File: src/rtl/ps2_kb_command_sequencer_if.sv
// Signal bundle between the PS/2 command sequencer and its surroundings:
// line drivers, receive-path handshake, command requests and status.
interface ps2_kb_command_sequencer_if;
  logic       device_clock;
  logic       device_data;
  logic       device_clock_oe;
  logic       device_data_oe;
  logic       rx_valid;
  logic [7:0] rx_byte;
  logic       reset_req;
  logic       led_req;
  logic [2:0] led_value;
  logic       busy;
  logic       rx_mask;
  logic       cmd_done;
  logic       cmd_error;

  modport master (
    input  device_clock, device_data, rx_valid, rx_byte,
           reset_req, led_req, led_value,
    output device_clock_oe, device_data_oe, busy, rx_mask,
           cmd_done, cmd_error
  );

  modport slave (
    output device_clock, device_data, rx_valid, rx_byte,
           reset_req, led_req, led_value,
    input  device_clock_oe, device_data_oe, busy, rx_mask,
           cmd_done, cmd_error
  );
endinterface

File: src/rtl/ps2_kb_command_sequencer.sv
// Host-to-device PS/2 keyboard command sequencer: arbitrates keyboard reset
// and LED update requests, serialises each byte and handles ACK/resend/timeout.
module ps2_kb_command_sequencer #(
  parameter logic [15:0] inhibit_cycles = 16'd5000,
  parameter logic [19:0] timeout_cycles = 20'd750000,
  parameter logic [1:0]  max_retry      = 2'd3
) (
  input  logic                               clock,
  input  logic                               reset,
  ps2_kb_command_sequencer_if.master         bus
);

  typedef enum logic [2:0] {IDLE, INHIBIT, SEND, LINE_ACK, WAIT_RESP} state_t;

  state_t      state, state_next;
  logic [1:0]  clk_sync, data_sync;
  logic        clk_prev;
  logic        fe;

  logic        pend_rst, pend_rst_next;
  logic        pend_led, pend_led_next;
  logic [2:0]  led_latch, led_latch_next;
  logic        cmd_led, cmd_led_next;
  logic        byte_idx, byte_idx_next;
  logic [2:0]  led_byte, led_byte_next;
  logic [3:0]  bit_idx, bit_idx_next;
  logic [1:0]  retry_cnt, retry_cnt_next;
  logic [15:0] inhibit_cnt, inhibit_cnt_next;
  logic [19:0] wd_cnt, wd_cnt_next;
  logic        clock_oe, clock_oe_next;
  logic        data_oe, data_oe_next;
  logic        done_q, done_next;
  logic        error_q, error_next;
  logic        retry_evt;
  logic [7:0]  tx_byte;
  logic        frame_bit;

  // Lines idle high, so the synchronisers reset to 1 to avoid a false edge.
  always_ff @(posedge clock or negedge reset) begin
    if (!reset) begin
      clk_sync  <= 2'b11;
      data_sync <= 2'b11;
      clk_prev  <= 1'b1;
    end else begin
      clk_sync  <= {clk_sync[0], bus.device_clock};
      data_sync <= {data_sync[0], bus.device_data};
      clk_prev  <= clk_sync[1];
    end
  end

  assign fe = clk_prev & ~clk_sync[1];

  always_comb begin
    tx_byte = cmd_led ? (byte_idx ? {5'b00000, led_byte} : 8'hED) : 8'hFF;
    case (bit_idx)
      4'd8:    frame_bit = ~^tx_byte;
      4'd9:    frame_bit = 1'b1;
      default: frame_bit = tx_byte[bit_idx[2:0]];
    endcase
  end

  always_comb begin
    state_next       = state;
    pend_rst_next    = pend_rst;
    pend_led_next    = pend_led;
    led_latch_next   = led_latch;
    cmd_led_next     = cmd_led;
    byte_idx_next    = byte_idx;
    led_byte_next    = led_byte;
    bit_idx_next     = bit_idx;
    retry_cnt_next   = retry_cnt;
    inhibit_cnt_next = inhibit_cnt;
    clock_oe_next    = clock_oe;
    data_oe_next     = data_oe;
    done_next        = 1'b0;
    error_next       = 1'b0;
    retry_evt        = 1'b0;

    case (state)
      IDLE: begin
        if (pend_rst || pend_led) begin
          state_next       = INHIBIT;
          cmd_led_next     = !pend_rst;
          pend_rst_next    = 1'b0;
          pend_led_next    = pend_led && pend_rst;
          byte_idx_next    = 1'b0;
          retry_cnt_next   = 2'd0;
          inhibit_cnt_next = 16'd0;
          clock_oe_next    = 1'b1;
          data_oe_next     = 1'b0;
        end
      end
      INHIBIT: begin
        if (inhibit_cnt == inhibit_cycles - 16'd1) begin
          state_next    = SEND;
          clock_oe_next = 1'b0;
          data_oe_next  = 1'b1;
          bit_idx_next  = 4'd0;
        end else begin
          inhibit_cnt_next = inhibit_cnt + 16'd1;
        end
      end
      SEND: begin
        if (fe) begin
          data_oe_next = ~frame_bit;
          if (bit_idx == 4'd9) state_next = LINE_ACK;
          else                 bit_idx_next = bit_idx + 4'd1;
        end
      end
      LINE_ACK: begin
        if (fe) begin
          if (!data_sync[1]) state_next = WAIT_RESP;
          else               retry_evt  = 1'b1;
        end
      end
      WAIT_RESP: begin
        if (bus.rx_valid) begin
          if (bus.rx_byte == 8'hFA) begin
            retry_cnt_next = 2'd0;
            if (cmd_led && !byte_idx) begin
              // The LED byte is frozen here; later led_req only re-arm pend_led.
              byte_idx_next    = 1'b1;
              led_byte_next    = led_latch;
              state_next       = INHIBIT;
              inhibit_cnt_next = 16'd0;
              clock_oe_next    = 1'b1;
            end else begin
              done_next  = 1'b1;
              state_next = IDLE;
            end
          end else if (bus.rx_byte == 8'hFE) begin
            retry_evt = 1'b1;
          end
        end
      end
      default: state_next = IDLE;
    endcase

    if ((state == SEND || state == LINE_ACK || state == WAIT_RESP) &&
        wd_cnt == timeout_cycles - 20'd1 && !fe && !bus.rx_valid)
      retry_evt = 1'b1;

    if (retry_evt) begin
      clock_oe_next = 1'b0;
      data_oe_next  = 1'b0;
      if (retry_cnt == max_retry) begin
        error_next = 1'b1;
        state_next = IDLE;
      end else begin
        retry_cnt_next   = retry_cnt + 2'd1;
        state_next       = INHIBIT;
        inhibit_cnt_next = 16'd0;
        clock_oe_next    = 1'b1;
      end
    end

    // Requests are accepted in every state and win over the clear on leaving IDLE.
    if (bus.reset_req) pend_rst_next = 1'b1;
    if (bus.led_req) begin
      pend_led_next  = 1'b1;
      led_latch_next = bus.led_value;
    end

    if (state == IDLE || state_next != state || fe || bus.rx_valid)
      wd_cnt_next = 20'd0;
    else
      wd_cnt_next = wd_cnt + 20'd1;
  end

  always_ff @(posedge clock or negedge reset) begin
    if (!reset) begin
      state       <= IDLE;
      pend_rst    <= 1'b0;
      pend_led    <= 1'b0;
      led_latch   <= 3'd0;
      cmd_led     <= 1'b0;
      byte_idx    <= 1'b0;
      led_byte    <= 3'd0;
      bit_idx     <= 4'd0;
      retry_cnt   <= 2'd0;
      inhibit_cnt <= 16'd0;
      wd_cnt      <= 20'd0;
      clock_oe    <= 1'b0;
      data_oe     <= 1'b0;
      done_q      <= 1'b0;
      error_q     <= 1'b0;
    end else begin
      state       <= state_next;
      pend_rst    <= pend_rst_next;
      pend_led    <= pend_led_next;
      led_latch   <= led_latch_next;
      cmd_led     <= cmd_led_next;
      byte_idx    <= byte_idx_next;
      led_byte    <= led_byte_next;
      bit_idx     <= bit_idx_next;
      retry_cnt   <= retry_cnt_next;
      inhibit_cnt <= inhibit_cnt_next;
      wd_cnt      <= wd_cnt_next;
      clock_oe    <= clock_oe_next;
      data_oe     <= data_oe_next;
      done_q      <= done_next;
      error_q     <= error_next;
    end
  end

  assign bus.device_clock_oe = clock_oe;
  assign bus.device_data_oe  = data_oe;
  assign bus.busy            = (state != IDLE);
  assign bus.rx_mask         = (state != IDLE);
  assign bus.cmd_done        = done_q;
  assign bus.cmd_error       = error_q;

endmodule

File: src/flat_wrapper.sv
// flat-port wrapper written by rule: the top's interface ports become plain ports
module ps2_kb_command_sequencer_flat 
#(
  parameter logic [15:0] inhibit_cycles = 16'd5000,
  parameter logic [19:0] timeout_cycles = 20'd750000,
  parameter logic [1:0]  max_retry      = 2'd3
)
  (clock, reset, bus_device_clock, bus_device_data, bus_rx_valid, bus_rx_byte, bus_reset_req, bus_led_req, bus_led_value, bus_device_clock_oe, bus_device_data_oe, bus_busy, bus_rx_mask, bus_cmd_done, bus_cmd_error);
  ps2_kb_command_sequencer_if bus_i ();
  input  logic clock;
  input  logic reset;
  input wire logic [$bits(bus_i.device_clock)-1:0] bus_device_clock;
  input wire logic [$bits(bus_i.device_data)-1:0] bus_device_data;
  input wire logic [$bits(bus_i.rx_valid)-1:0] bus_rx_valid;
  input wire logic [$bits(bus_i.rx_byte)-1:0] bus_rx_byte;
  input wire logic [$bits(bus_i.reset_req)-1:0] bus_reset_req;
  input wire logic [$bits(bus_i.led_req)-1:0] bus_led_req;
  input wire logic [$bits(bus_i.led_value)-1:0] bus_led_value;
  output wire logic [$bits(bus_i.device_clock_oe)-1:0] bus_device_clock_oe;
  output wire logic [$bits(bus_i.device_data_oe)-1:0] bus_device_data_oe;
  output wire logic [$bits(bus_i.busy)-1:0] bus_busy;
  output wire logic [$bits(bus_i.rx_mask)-1:0] bus_rx_mask;
  output wire logic [$bits(bus_i.cmd_done)-1:0] bus_cmd_done;
  output wire logic [$bits(bus_i.cmd_error)-1:0] bus_cmd_error;
  assign bus_i.device_clock = bus_device_clock;
  assign bus_i.device_data = bus_device_data;
  assign bus_i.rx_valid = bus_rx_valid;
  assign bus_i.rx_byte = bus_rx_byte;
  assign bus_i.reset_req = bus_reset_req;
  assign bus_i.led_req = bus_led_req;
  assign bus_i.led_value = bus_led_value;
  assign bus_device_clock_oe = bus_i.device_clock_oe;
  assign bus_device_data_oe = bus_i.device_data_oe;
  assign bus_busy = bus_i.busy;
  assign bus_rx_mask = bus_i.rx_mask;
  assign bus_cmd_done = bus_i.cmd_done;
  assign bus_cmd_error = bus_i.cmd_error;
  ps2_kb_command_sequencer #(.inhibit_cycles(inhibit_cycles), .timeout_cycles(timeout_cycles), .max_retry(max_retry)) u_core (.clock(clock), .reset(reset), .bus(bus_i));
endmodule
File: config.mk
export PLATFORM = sky130hd
export DESIGN_NAME = ps2_kb_command_sequencer_flat
export DESIGN_NICKNAME = d
export VERILOG_FILES = /design/src/rtl/ps2_kb_command_sequencer_if.sv /design/src/rtl/ps2_kb_command_sequencer.sv /design/src/flat_wrapper.sv
export SDC_FILE = /design/constraint.sdc
export NUM_CORES = 1
export LEC_CHECK = 0
export CORE_MARGIN = 2
export CORE_UTILIZATION = 53
export DETAILED_ROUTE_END_ITERATION = 6
export PLACE_DENSITY = 0.76
export REMOVE_ABC_BUFFERS = 1
export SKIP_LAST_GASP = 1
export SYNTH_ARGS = -nofsm -noshare
export SYNTH_HDL_FRONTEND = slang
export SYNTH_SLANG_ARGS = --single-unit
File: constraint.sdc
create_clock -name clock -period 1.8 [get_ports clock]
set_input_delay 0.54 -clock clock [delete_from_list [all_inputs] [get_ports clock]]
set_output_delay 0.54 -clock clock [all_outputs]
set_load 0.05 [all_outputs]
==> tab_implementation.tex <==
\begin{tabular}{lr}
\hline
Metric & Value \\
\hline
\multicolumn{2}{l}{\textbf{Power}} \\
Net load switching power & 1.07 mW \\
Part of the total power dissipated in the clock network & 35.8\% \\
Switching part of the total power & 27.4\% \\
Leakage dissipation & 1.94 nW \\
Gate power share & 21.0\% \\
Worst-case vdd ir drop & 0.000589 V \\
Portion of total power attributed to sequential cells & 43.2\% \\
Power density cells & 851 nW/um\^{}2 \\
Design internal power & 2.85 mW \\
\multicolumn{2}{l}{\textbf{Route}} \\
Number of remaining DRC errors & 0 \\
Detail-routed net length per standard cell & 16.6 um \\
Remaining antenna violation count after routing & 0 \\
Detailed router's first-iteration violation count & 222 \\
Vias per cell & 6.10 \\
Detailed-route via count & 3,227 \\
Total Wirelength & 8.78 mm \\
Drt pass-1 iters & 4 \\
\multicolumn{2}{l}{\textbf{Final layout}} \\
Ant diodes & 0 \\
Fraction of final layout cells sized beyond drive strength 1 & 30.8\% \\
Non-filler cells, final & 529 \\
Post-Layout Inst Area & 4600 sq um \\
Area added between synthesis and finish & 37.0\% \\
Final net count & 471 \\
\multicolumn{2}{l}{\textbf{Outcome}} \\
Failing checks & setup timing \\
Result of the run & finished, violations left \\
\multicolumn{2}{l}{\textbf{Die}} \\
Ports & 24 \\
Die outline height & 83.6 um \\
Core Box Area & 6240 sq um \\
Total die area & 6990 sq um \\
Cell Rows & 29 \\
Initial standard-cell utilization of the core & 53.8\% \\
Horiz. Die Dim & 83.6 um \\
\multicolumn{2}{l}{\textbf{Critical path}} \\
WS Path Type & reg2reg \\
Crit path required time & 2.02 ns \\
Kind of start point of the critical path & flop \\
Slowest cell on the critical path & or4b\_4 \\
Critical Path Fanout Max & 5 \\
Critical path endpoint category & flop \\
Delay-heaviest family, CP & simple AND/OR/NAND/NOR gates \\
Critical path buffer and inverter count & 2 \\
CP Data Arrival Time & 2.27 ns \\
Critical-path cell list & or4b\_4 -> nor4\_4 -> o2111ai\_4 -> a22oi\_2 -> buf\_6 -> buf\_8 -> nor3\_2 \\
Highest cell delay on the worst timing path & 0.55 ns \\
\multicolumn{2}{l}{\textbf{Synthesis}} \\
Distinct cell type count of the synthesized netlist & 53 \\
Post-Syn Instances & 355 \\
Netlist area before placement & 3360 sq um \\
Top area cells in the synthesized netlist & dfrtp\_1, nor3\_1, nor2\_1, dfstp\_2, xor2\_1 \\
Average footprint of a synthesized cell & 9.46 sq um \\
Area share of the leading cell type in the synthesized netlist & 43.9\% \\
Share of synthesized registers carrying an async set or reset & 100\% \\
Yosys Warn Count & 0 \\
Number of enable flip-flop cells after synthesis & 0 \\
Primary FF master, synth & dfrtp\_1 \\
Dominant cell type by area after synthesis & dfrtp\_1 \\
Portion of the post-synthesis area used by sequential elements & 47.9\% \\
Synthesized flop and latch total & 64 \\
\multicolumn{2}{l}{\textbf{Clock network}} \\
Number of buffers added by the clock tree synthesis step & 9 \\
Clock latency of the later-clocked register in the worst-skew pair & 0.34 ns \\
Clock sinks & 64 \\
Number of buffers on the longest clock path & 2 \\
CTS tree & yes \\
Clock-pin slew reported for the worst setup and hold paths after clock tree synthesis & 0.08 ns \\
Count of hold buffers inserted by post-cts repair & 0 \\
Clock H-tree levels & 3 \\
Clock Tree Root & clkbuf\_8 \\
\multicolumn{2}{l}{\textbf{Timing}} \\
Post-route clock period utilization & 114\% \\
Final count of pins violating max slew & 0 \\
Worst Setup Slack, final & -0.245 ns \\
Fmax & 0.489 GHz \\
RSZ-0062 raised after global routing & true \\
Hold Vio Cnt, Final & 0 \\
Worst clock skew & 0.0123 ns \\
Worst hold slack across all endpoints & 0.187 ns \\
Number of failing setup endpoints in the final timing report & 46 \\
Worst slew pin tran & 0.510 ns \\
Remaining max-slew budget at the tightest pin & 65.9\% \\
Tmin final & 2.05 ns \\
\multicolumn{2}{l}{\textbf{Place}} \\
Global placer's final weighted congestion & 0.908 \\
Number of buffers inserted by port buffering & 23 \\
Area post-placement & 4080 sq um \\
DP Cell Count & 501 \\
HPWL after DPL & 5.49 mm \\
\multicolumn{2}{l}{\textbf{Global routing}} \\
Global-route total usage across every layer & 25.7\% \\
Initial antenna violation count & 0 \\
First-pass GRT wire length & 14.6 mm \\
Overflow after GRT & 0 \\
Maximum number of pins on one net before global-route repair & 65 \\
Via count of the first global-routing pass & 3,212 \\
\multicolumn{2}{l}{\textbf{Min path}} \\
Worst min path class & in2async \\
\multicolumn{2}{l}{\textbf{Job}} \\
Number of maximum-capacitance constraint violations & 0 \\
\hline
\end{tabular}
==> routing by layer <==
layer | GRT usage [%] | wire, um
met5 | 0 | 0
met4 | 11.0 | 235
met3 | 4.06 | 486
met2 | 42.3 | 4400
met1 | 33.8 | 3650
==> what timing repair did <==
item / 4_1_cts / 5_1_grt
setup buffers: 5 / 4
gates cloned: 3 / 0
gates resized for setup: 33 / 16
pin swaps: 13 / 3
setup endpoints to repair: 49 / 51
==> worst reg2reg max path, delay by kind of cell, from the launching register on <==
kind,cells,cell delay (ns)
AND/OR/NAND/NOR,3,0.84
flip-flops,1,0.39
buffers and inverters,2,0.29
AO/OA/AOI/OAI,2,0.40
==> registers in the layout, indices dropped and copies added, names as in the netlist, 2 cells and up <==
signal	flops
u_core.wd_cnt	20
u_core.clk_sync	2
u_core.retry_cnt	2
u_core.led_byte	3
u_core.led_latch	3
u_core.state	3
u_core.bit_idx	4
u_core.inhibit_cnt	16
u_core.data_sync	2
==> synthesized netlist by cell type, types with 3 or more instances <==
library cell / instances
nand3_1: 13
nand2_1: 27
a311oi_1: 7
nor4_1: 4
xnor2_1: 10
o21ai_0: 17
clkbuf_1: 6
buf_2: 3
inv_1: 8
nand4_1: 12
a31oi_1: 11
dfrtp_1: 59
and3_1: 5
a21oi_1: 19
a211oi_1: 4
ha_1: 6
nor3b_1: 3
nor3_1: 30
nand2b_1: 5
mux2_2: 6
xor2_1: 12
nor2_1: 39
dfstp_2: 5
nand3b_1: 3
buf_4: 4
==> cell type report <==
| class | instances | area (sq um) |
|---|---|---|
| Multi-Input combinational cell | 268 | 1810 |
| Timing Repair Buffer | 95 | 833 |
| Tap cell | 77 | 96.3 |
| Clock inverter | 3 | 65.1 |
| Inverter | 9 | 33.8 |
| Clock buffer | 13 | 159 |
| Fill cell | 421 | 1640 |
| Sequential cell | 64 | 1610 |
==> layout by cell type, fill, tap and decap left out, types with 3 or more instances in the layout <==
| cell type | count |
|---|---|
| o21ai_0 | 17 |
| xor2_1 | 12 |
| nand3_1 | 12 |
| buf_8 | 4 |
| nor2_1 | 34 |
| a211oi_1 | 4 |
| buf_4 | 67 |
| xnor2_1 | 10 |
| dfrtp_1 | 58 |
| buf_6 | 4 |
| nor3_2 | 12 |
| dfstp_2 | 5 |
| nand2_1 | 27 |
| nand3b_1 | 3 |
| a311oi_1 | 7 |
| nand4_1 | 12 |
| clkdlybuf4s50_1 | 16 |
| ha_1 | 6 |
| a31oi_1 | 11 |
| inv_1 | 7 |
| nor3_1 | 17 |
| and3_1 | 5 |
| buf_12 | 3 |
| nand2b_1 | 5 |
| a21oi_1 | 18 |
| mux2_2 | 6 |
| nor2_2 | 3 |
| clkbuf_8 | 11 |
==> kinds of logic (layout without fill, tap and decap cells) <==
kind of cell               count (synthesis)  after routing  share of synthesized area (%)
AOI/OAI and AO/OA                         76             76                           14.9
DFF                                       64             64                           47.9
xor gates and xnor gates                  22             22                           5.74
adders and majority gates                  6              6                           2.23
buffers and inverters                     23            120                           3.13
muxes                                      8              8                           2.61
and+or+nand+nor                          156            156                           23.6
==> through the flow <==
| stage | power [mW] | setup WS [ns] | TNS (ns) | util [%] |
|---|---|---|---|---|
| floorplan | 2.08 | -0.781 | -27.82 | - |
| global placement | 2.46 | -0.480 | -20.44 | 65.4 |
| detailed placement | 2.49 | -0.538 | -21.93 | 65.4 |
| CTS | 3.92 | -0.212 | -7.57 | 72.1 |
| global route | 4.12 | -0.297 | -11.67 | 73.7 |
| finish | 3.92 | -0.245 | -8.67 | 73.7 |
==> power groups by stage <==
stage	sequential (mW)	clock [mW]	combinational, mW
after global routing	1.71	1.49	0.920
after detailed placement	1.71	0	0.782
after CTS	1.69	1.42	0.812
after global placement	1.71	0	0.756
after floorplan	1.79	0	0.287
final	1.69	1.40	0.824
==> path summary, 6_finish.rpt <==
kind / start / end / slack (ns) / cells past startpoint
setup / recovery: u_core.wd_cnt[4] / u_core.wd_cnt[19] / -0.25 / 7
hold / removal: reset / u_core.inhibit_cnt[5] / 0.19 / 2
setup reg to reg: u_core.wd_cnt[4] / u_core.wd_cnt[19] / -0.25 / 7
hold reg to reg: u_core.data_sync[0] / u_core.data_sync[1] / 0.36 / 0
max in group asynchronous: reset / u_core.clk_prev / 1.27 / 2
min in group clock: u_core.data_sync[0] / u_core.data_sync[1] / 0.36 / 0
Power figures use the tool's default switching activity.
